==> src/rtl/drm_axil_initiator.sv <==
// AXI4-Lite single-outstanding initiator: one command in, one AXI transaction
// out, one response back. A bounded response wait turns a silent slave into a
// SLVERR-style timeout response; leftovers are drained while idle.
module drm_axil_initiator #(
  parameter int C_M_AXI_ADDR_WIDTH = 16,
  parameter int C_M_AXI_DATA_WIDTH = 32,
  parameter int C_TIMEOUT_CYCLES   = 1024
) (
  input  logic                            ap_clk,
  input  logic                            ap_rst_n,
  // command
  input  logic                            cmd_valid,
  output logic                            cmd_ready,
  input  logic                            cmd_write,
  input  logic [C_M_AXI_ADDR_WIDTH-1:0]   cmd_addr,
  input  logic [C_M_AXI_DATA_WIDTH-1:0]   cmd_wdata,
  input  logic [C_M_AXI_DATA_WIDTH/8-1:0] cmd_wstrb,
  // response
  output logic                            rsp_valid,
  input  logic                            rsp_ready,
  output logic [C_M_AXI_DATA_WIDTH-1:0]   rsp_rdata,
  output logic [1:0]                      rsp_resp,
  output logic                            rsp_timeout,
  // AW / W / B
  output logic                            m_axi_control_awvalid,
  input  logic                            m_axi_control_awready,
  output logic [C_M_AXI_ADDR_WIDTH-1:0]   m_axi_control_awaddr,
  output logic [2:0]                      m_axi_control_awprot,
  output logic                            m_axi_control_wvalid,
  input  logic                            m_axi_control_wready,
  output logic [C_M_AXI_DATA_WIDTH-1:0]   m_axi_control_wdata,
  output logic [C_M_AXI_DATA_WIDTH/8-1:0] m_axi_control_wstrb,
  input  logic                            m_axi_control_bvalid,
  output logic                            m_axi_control_bready,
  input  logic [1:0]                      m_axi_control_bresp,
  // AR / R
  output logic                            m_axi_control_arvalid,
  input  logic                            m_axi_control_arready,
  output logic [C_M_AXI_ADDR_WIDTH-1:0]   m_axi_control_araddr,
  output logic [2:0]                      m_axi_control_arprot,
  input  logic                            m_axi_control_rvalid,
  output logic                            m_axi_control_rready,
  input  logic [C_M_AXI_DATA_WIDTH-1:0]   m_axi_control_rdata,
  input  logic [1:0]                      m_axi_control_rresp,
  // status
  output logic                            busy
);

  localparam logic [2:0] IDLE    = 3'd0;
  localparam logic [2:0] WR_REQ  = 3'd1;
  localparam logic [2:0] WR_RESP = 3'd2;
  localparam logic [2:0] RD_REQ  = 3'd3;
  localparam logic [2:0] RD_RESP = 3'd4;
  localparam logic [2:0] RSP     = 3'd5;

  // Last wait-counter value at which a response is still accepted.
  localparam logic [15:0] TMO_LAST = 16'(C_TIMEOUT_CYCLES - 1);

  logic [2:0]                      state;
  logic [C_M_AXI_ADDR_WIDTH-1:0]   addr_q;
  logic [C_M_AXI_DATA_WIDTH-1:0]   wdata_q;
  logic [C_M_AXI_DATA_WIDTH/8-1:0] wstrb_q;
  logic                            aw_done;
  logic                            w_done;
  logic [15:0]                     wait_cnt;
  logic [C_M_AXI_DATA_WIDTH-1:0]   rdata_q;
  logic [1:0]                      resp_q;
  logic                            timeout_q;

  logic aw_fire;
  logic w_fire;
  logic aw_next;
  logic w_next;

  // Handshake decode and the running "beat completed" view of each channel.
  assign aw_fire = m_axi_control_awvalid & m_axi_control_awready;
  assign w_fire  = m_axi_control_wvalid & m_axi_control_wready;
  assign aw_next = aw_done | aw_fire;
  assign w_next  = w_done | w_fire;

  // Outputs are pure state/register decodes, so nothing depends on inputs
  // combinationally. bready/rready stay high in IDLE to swallow late
  // responses from a timed-out transaction.
  assign cmd_ready             = (state == IDLE);
  assign busy                  = (state != IDLE);
  assign m_axi_control_awvalid = (state == WR_REQ) && !aw_done;
  assign m_axi_control_wvalid  = (state == WR_REQ) && !w_done;
  assign m_axi_control_arvalid = (state == RD_REQ);
  assign m_axi_control_bready  = (state == WR_RESP) || (state == IDLE);
  assign m_axi_control_rready  = (state == RD_RESP) || (state == IDLE);
  assign m_axi_control_awaddr  = addr_q;
  assign m_axi_control_araddr  = addr_q;
  assign m_axi_control_wdata   = wdata_q;
  assign m_axi_control_wstrb   = wstrb_q;
  assign m_axi_control_awprot  = 3'b000;
  assign m_axi_control_arprot  = 3'b000;
  assign rsp_valid             = (state == RSP);
  assign rsp_rdata             = rdata_q;
  assign rsp_resp              = resp_q;
  assign rsp_timeout           = timeout_q;

  // Transaction sequencer: capture command, run request and response phases,
  // hold the response until it is consumed.
  always_ff @(posedge ap_clk or negedge ap_rst_n) begin
    if (!ap_rst_n) begin
      state     <= IDLE;
      addr_q    <= '0;
      wdata_q   <= '0;
      wstrb_q   <= '0;
      aw_done   <= 1'b0;
      w_done    <= 1'b0;
      wait_cnt  <= '0;
      rdata_q   <= '0;
      resp_q    <= 2'b00;
      timeout_q <= 1'b0;
    end else begin
      case (state)
        IDLE: begin
          if (cmd_valid) begin
            addr_q  <= cmd_addr;
            wdata_q <= cmd_wdata;
            wstrb_q <= cmd_wstrb;
            aw_done <= 1'b0;
            w_done  <= 1'b0;
            state   <= cmd_write ? WR_REQ : RD_REQ;
          end
        end
        WR_REQ: begin
          aw_done <= aw_next;
          w_done  <= w_next;
          if (aw_next && w_next) begin
            wait_cnt <= '0;
            state    <= WR_RESP;
          end
        end
        RD_REQ: begin
          if (m_axi_control_arready) begin
            wait_cnt <= '0;
            state    <= RD_RESP;
          end
        end
        WR_RESP: begin
          if (m_axi_control_bvalid) begin
            rdata_q   <= '0;
            resp_q    <= m_axi_control_bresp;
            timeout_q <= 1'b0;
            state     <= RSP;
          end else if (wait_cnt == TMO_LAST) begin
            rdata_q   <= '0;
            resp_q    <= 2'b10;
            timeout_q <= 1'b1;
            state     <= RSP;
          end else begin
            wait_cnt <= wait_cnt + 16'd1;
          end
        end
        RD_RESP: begin
          if (m_axi_control_rvalid) begin
            rdata_q   <= m_axi_control_rdata;
            resp_q    <= m_axi_control_rresp;
            timeout_q <= 1'b0;
            state     <= RSP;
          end else if (wait_cnt == TMO_LAST) begin
            rdata_q   <= '0;
            resp_q    <= 2'b10;
            timeout_q <= 1'b1;
            state     <= RSP;
          end else begin
            wait_cnt <= wait_cnt + 16'd1;
          end
        end
        RSP: begin
          if (rsp_ready) state <= IDLE;
        end
        default: state <= IDLE;
      endcase
    end
  end

endmodule

==> config.mk <==
export PLATFORM = sky130hd
export DESIGN_NAME = drm_axil_initiator
export DESIGN_NICKNAME = d
export VERILOG_FILES = /design/src/rtl/drm_axil_initiator.sv
export SDC_FILE = /design/constraint.sdc
export NUM_CORES = 1
export LEC_CHECK = 0
export CORE_ASPECT_RATIO = 0.7
export CORE_MARGIN = 2
export CORE_UTILIZATION = 25
export CTS_CLUSTER_DIAMETER = 30
export DETAILED_ROUTE_END_ITERATION = 6
export PLACE_DENSITY = 0.63
export SYNTH_ARGS = -nofsm -noshare
export SYNTH_HDL_FRONTEND = slang
export SYNTH_SLANG_ARGS = --single-unit
==> constraint.sdc <==
create_clock -name ap_clk -period 5.7 [get_ports ap_clk]
set_clock_uncertainty 0.2 [all_clocks]
set_input_delay 1.14 -clock ap_clk [delete_from_list [all_inputs] [get_ports ap_clk]]
set_output_delay 1.14 -clock ap_clk [all_outputs]
set_load 0.005 [all_outputs]
==> results of run 1 <==
## Yosys cell counts, types with 2 or more instances
cell type / number
and4_1: 2
a21oi_1: 9
buf_4: 22
nor3_1: 6
and2_1: 2
a2111oi_0: 4
nor4_1: 2
nor2_1: 28
nand3_1: 8
o22ai_1: 4
or4_1: 2
buf_2: 11
a22o_1: 37
o21ai_0: 4
o311ai_0: 2
dfrtp_1: 108
buf_6: 2
inv_1: 4
and3_1: 4
a311oi_1: 2
xnor2_1: 10
mux2_2: 53
nand2b_1: 2
nand2_1: 16
nand3b_1: 3
clkbuf_1: 7
nor2b_1: 2
## power by group
group	leakage, nW	internal, mW	switching, mW
Clock	0.146	0.322	0.305
Combinational	1.46	0.957	0.494
Sequential	1.36	1.05	0.225
Total	2.97	2.33	1.02
## sequential cells by signal (all words and copies together), names as in the netlist
register,flops
m_axi_control_wdata,32
rsp_rdata,32
m_axi_control_araddr,16
wait_cnt,16
m_axi_control_wstrb,4
state,3
rsp_resp,2
aw_done,1
rsp_timeout,1
w_done,1
## worst max-delay path: stages (launching register included)
cell	delay, ns
dfrtp_1	0.80
inv_1	0.25
nor2_1	0.20
nand2_1	0.15
inv_1	0.10
clkdlybuf4s50_1	0.50
## layout make-up
| type | instances | area [µm²] |
|---|---|---|
| repair buffers | 211 | 2100 |
| clock buffers | 10 | 239 |
| fillers | 1739 | 11000 |
| well taps | 236 | 295 |
| multi-input cells | 226 | 1750 |
| clock inverters | 6 | 63.8 |
| flip-flops and latches | 108 | 2700 |
| inverters | 4 | 15.0 |
## stage by stage
stage,cells,util [%],setup slack [ns],hold slack [ns]
final,801,39.3,2.02,0.304
after global placement,785,37.7,2.37,0.287
after global routing,801,39.3,1.87,0.328
after CTS,801,39.3,2.00,0.312
after floorplan,381,-,3.19,0.288
after detailed placement,785,37.7,2.28,0.284
## cells in the final DEF (no fill, tap or decap), drive strengths merged, types with 2 or more instances in the layout
cell             n
clkdlybuf4s50  207
dfrtp          108
mux2            53
a22o            37
nor2            29
nand2           16
xnor2           10
a21oi           10
clkbuf          10
nand3            8
inv              8
nor3             7
conb             6
and3             5
o22ai            4
o21ai            4
a2111oi          4
buf              4
nand3b           3
and4             3
nand2b           2
nor4             2
a311oi           2
or4              2
o311ai           2
nor2b            2
and2             2
nor4b            2
or3b             2
## worst paths after layout
kind / slack [ns] / depth (start not counted) / start / endpoint
min reg2reg: 0.30 / 1 / rsp_rdata[17] / rsp_rdata[17]
min in group asynchronous: 0.68 / 1 / ap_rst_n / m_axi_control_araddr[1]
max in group asynchronous: 3.55 / 2 / ap_rst_n / m_axi_control_araddr[15]
max reg2reg: 2.72 / 5 / state[2] / m_axi_control_araddr[1]
min: 0.30 / 1 / rsp_rdata[17] / rsp_rdata[17]
max: 2.02 / 5 / state[0] / m_axi_control_arvalid
## cells by family after synthesis
kind of cell	after synthesis	synth area share (%)
AOI/OAI and AO/OA	69	11.5
and+or+nand+nor	86	9.91
buffers and inverters	47	6.14
adders and majority gates	1	0.266
other	1	0.0796
muxes	54	12.9
DFF	108	57.4
xor gates and xnor gates	10	1.86
## routing by layer
metal / share of wire, % / GRT usage, % / up-vias
li1: - / - / 1699
met1: 42 / 15.5 / 1718
met2: 45 / 21.2 / 185
met3: 9.6 / 5.55 / 27
met4: 2.7 / 4.84 / 0
met5: 0 / 0 / -
==> impl_metrics.toml, run 1 <==
[run_status]
status = "finished clean"

[floorplanning]
die_h_um = 119
dieArea_mm2 = 0.0200
rows = 41
initial_core_util_pct = 25.9
fp.dieW_um = 168
io_pins = 215
core-area_mm2 = 0.0182

[sta]
grt_setup_unrepaired = "false"
worst-slew-pin-transition_ns = 1.20
min_period_ns = 3.68
hold_viol_final = 0
setup_tns_ns = 0
fin_crit_sh_pct = 64.6
finalSetupViolCount = 0
max_freq_mhz = 272
slew_headroom_pct = 19.8
drv_slew = 0

[clock_network]
post_cts_resized = 0
numClockSinks = 108
cts_buffers = 9
cts_tree = "done"
clk_pin_slew_ns = 0.08
cts_root_buf = "clkbuf_16"
cts_max_level = 3
cts.path.max_buffers = 2
cts_setup_buffers = 0
holdBufCountCts = 0
clk_latency_ns = 0.35

[finish]
final_cell_area_mm2 = 0.00716
drive_gt1_share_pct = 14.7
area_delta_synth_final_pct = 52.1
fin_nets = 659
n_antenna_cell = 0

[yosys]
syn_inst = 376
syn-cell-area_mm2 = 0.00471
yosysTopAreaCell = "dfrtp_1"
yosys_warnings = 0
yosysSeqAreaShare_pct = 57.4
netlist_top_cells_area = "dfrtp_1 (57%), mux2_2 (13%), a22o_1 (6.9%), buf_4 (3.5%), nor2_1 (2.2%)"
ys_types = 47
synth-edff-count = 0
synth.top_cell.area_share_pct = 57.4
async_reset_ff_share_pct = 100
syn_avg_cell_area_um2 = 12.5
synth-main-ff-cell = "dfrtp_1"
synth-seq-cells = 108

[routing]
routed_wl_mm = 12.8
wl_per_cell_um = 15.9
drc_errors = 0
via_per_inst = 4.53
routed-via-count = 3629
first_iter_violations = 132
ant_nets = 0
dr.pass1.iters = 6

[grt]
grt_max_degree = 67
antenna_found_initial = 0
grt_pass1_wl_mm = 20.5
grt_util_all_layers_pct = 13.1
grt_pass1_vias = 3838
grt_overflow_total = 0

[placement]
gp_congestion = 0.822
dp_hpwl_mm = 9.60
port_buffers = 208
post_dp_cell_area_mm2 = 0.00686

[setup_path]
cp.required_ns = 4.36
cp-end-kind = "primary output"
start_kind = "register"
critPathArrivalTime_ns = 2.34
worstPathMaxFanout = 18
critPathKind = "register to primary output"

[flow_run]
maxCapViolations = 0

[pwr]
power_density_mw_per_mm2 = 468
vdd_drop_max_mv = 0.151
leakagePower_nw = 2.97
total_power_mw = 3.36

[min_path]
hold_class = "register to register"
No activity file was read; power rests on OpenSTA's default activity.
==> run 2: changes to the inputs <==
--- a/config.mk
+++ b/config.mk
@@ -10,7 +10,7 @@
 export CORE_UTILIZATION = 25
 export CTS_CLUSTER_DIAMETER = 30
 export DETAILED_ROUTE_END_ITERATION = 6
-export PLACE_DENSITY = 0.63
+export PLACE_DENSITY = 0.65
 export SYNTH_ARGS = -nofsm -noshare
 export SYNTH_HDL_FRONTEND = slang
 export SYNTH_SLANG_ARGS = --single-unit
==> constraint.sdc (replaced) <==
create_clock -name ap_clk -period 3.2 [get_ports ap_clk]
set_clock_uncertainty 0.2 [all_clocks]
set_input_delay 0.64 -clock ap_clk [delete_from_list [all_inputs] [get_ports ap_clk]]
set_output_delay 0.64 -clock ap_clk [all_outputs]
set_load 0.005 [all_outputs]
==> run 2 against run 1 <==
  * Final cell count increased by 0.25%
  * Combinational power increased by 83%
  * Global-route usage decreased by 0.29 points
  * Total power increased by 80%
  * Critical path depth decreased by 1
  * Final area increased by 0.72%
  * First-iteration DRC count increased by 39%
  * Worst hold slack got worse by 0.22 ns
  * Die area unchanged
  * Critical path type unchanged
  * Largest power group unchanged
==> impl_metrics.toml, run 2 (synthesis gave the netlist of run 1 again) <==
[pwr]
power_density_mw_per_mm2 = 836
vdd_drop_max_mv = 0.382
leakagePower_nw = 3.00

[setup_path]
start_kind = "register"
cp.buffers_inverters = 1
rrSetupSlack_ns = 0.58
critPathSlowestCell = "dfrtp_1"
critPathKind = "register to primary output"
rr_worst_depth = 6
cp-end-kind = "primary output"
rr_endpoint = "rsp_resp[0]"
cpMostUsedCell = "nor2_1"
critPathArrivalTime_ns = 2.17
worstPathMaxFanout = 14
cp.required_ns = 2.36
cp_slowest_stage_delay_ns = 0.54
critical-path-top-delay-family = "simple AND/OR/NAND/NOR gates"
critical_path.cell_chain = "nor2_1 -> nand2_1 -> nor2_1 -> clkdlybuf4s50_1"
r2r-start = "state[2]"

[clock_network]
cts_tree = "done"
numClockSinks = 108
cts_root_buf = "clkbuf_16"
cts.path.max_buffers = 2
clk_pin_slew_ns = 0.07
post_cts_resized = 0
cts_max_level = 3
clk_latency_ns = 0.34
cts_setup_buffers = 0
cts_buffers = 9
holdBufCountCts = 0

[floorplanning]
dieArea_mm2 = 0.0200
initial_core_util_pct = 25.9
rows = 41
die_h_um = 119
io_pins = 215
core-area_mm2 = 0.0182
fp.dieW_um = 168

[routing]
routed-via-count = 3645
highest_layer = "met4"
dr.pass1.iters = 4
drt-met1-wl_mm = 5.45
dr_wl_met2_mm = 5.74
dr_wl_met3_mm = 1.22
wl_per_cell_um = 15.7
routed_wl_mm = 12.6
via_per_inst = 4.54
drc_errors = 0
ant_nets = 0
first_iter_violations = 183

[placement]
port_buffers = 208
dp_hpwl_mm = 9.34
dp_slack_ns = 0.485
post_dp_cell_area_mm2 = 0.00691
gp_congestion = 0.847
dpl.cell_count = 788

[finish]
final_cells = 803
layout_common_cells = "clkdlybuf4s50_1 (207), dfrtp_1 (108), mux2_2 (53)"
final_cell_area_mm2 = 0.00722
final_core_util_pct = 39.6
fin_nets = 662
fillerInstances = 1700
drive_gt1_share_pct = 15.0
n_antenna_cell = 0
area_delta_synth_final_pct = 53.2
final_common_cell = "clkdlybuf4s50_1"

[sta]
grt_setup_unrepaired = "false"
drv_slew = 0
setup_tns_ns = 0
fin_crit_sh_pct = 94.1
worst-slew-pin-transition_ns = 0.643
max_freq_mhz = 332
min_period_ns = 3.01
finalSetupViolCount = 0
hold_viol_final = 0
final.setup.worst_slack_ns = 0.188
slew_headroom_pct = 57.1

[flow_run]
maxCapViolations = 0

[run_status]
status = "finished clean"

[grt]
grt_overflow_total = 0
grt_pass1_vias = 3817
grt_max_degree = 53
antenna_found_initial = 0
grt_util_all_layers_pct = 12.8
grt_pass1_wl_mm = 20.1

[min_path]
hold_class = "input port to async pin"
## run 2: cell count changes in the layout (fill, tap and decap cells not counted), sizes merged
cell,previous run,this run
buf,4,7
inv,8,6
clkinvlp,1,0
bufinv,0,1
clkinv,1,2
## run 2: worst reg2reg max path, delay by kind of cell, from the launching register on
| kind | cells | cell delay [ns] |
|---|---|---|
| buf+inv | 1 | 0.24 |
| simple gates | 3 | 0.70 |
| compound gates | 2 | 0.75 |
| flops | 1 | 0.62 |
## run 2: area by class of cell
type	count	area (µm²)	share of cell area, %
Timing Repair Buffer	214	2150	29.8
Inverter	4	15.0	0.208
Tap cell	236	295	4.09
Clock inverter	5	67.6	0.936
Clock buffer	10	239	3.31
Sequential cell	108	2700	37.5
Multi-Input combinational cell	226	1750	24.2
## run 2: how the worst max path moves through the flow
stage                         startpoint                    end  slack [ns]  cells past startpoint
finish                          state[2]  m_axi_control_awvalid        0.19                      4
global route                    state[2]   m_axi_control_wvalid        0.06                      4
CTS                             state[2]  m_axi_control_awvalid        0.17                      4
detailed placement  m_axi_control_bvalid            wait_cnt[8]        0.48                      6
global placement    m_axi_control_bvalid           wait_cnt[10]        0.49                      6
floorplan                    wait_cnt[0]            wait_cnt[3]        1.13                      7
## run 2: per-stage QoR
| stage | hold WS, ns | power [mW] |
|---|---|---|
| 2_1_floorplan | 0.144 | 3.42 |
| 3_3_place_gp | 0.285 | 4.88 |
| 3_5_place_dp | 0.285 | 4.93 |
| 4_1_cts | 0.0985 | 6.12 |
| 5_1_grt | 0.125 | 6.42 |
| 6_report | 0.0880 | 6.03 |
## run 2: power by group
| part | internal [mW] | total [mW] | leakage, nW | switching, mW |
|---|---|---|---|---|
| Combinational | 1.73 | 2.66 | 1.48 | 0.934 |
| Sequential | 1.88 | 2.23 | 1.36 | 0.350 |
| Clock | 0.636 | 1.14 | 0.151 | 0.508 |
## run 2: routing by layer
metal	global-route usage (%)	up-vias
met3	5.48	14
met4	4.18	0
met2	20.0	181
li1	-	1708
met5	0	-
met1	15.9	1742
==> run 3: changes to the inputs <==
--- a/config.mk
+++ b/config.mk
@@ -10,6 +10,7 @@
 export CORE_UTILIZATION = 25
 export CTS_CLUSTER_DIAMETER = 30
 export DETAILED_ROUTE_END_ITERATION = 6
+export GPL_TIMING_DRIVEN = 1
 export PLACE_DENSITY = 0.65
 export SYNTH_ARGS = -nofsm -noshare
 export SYNTH_HDL_FRONTEND = slang
==> results of run 3 <==
The final DEF is identical to that of run 2; final timing and power are the same.
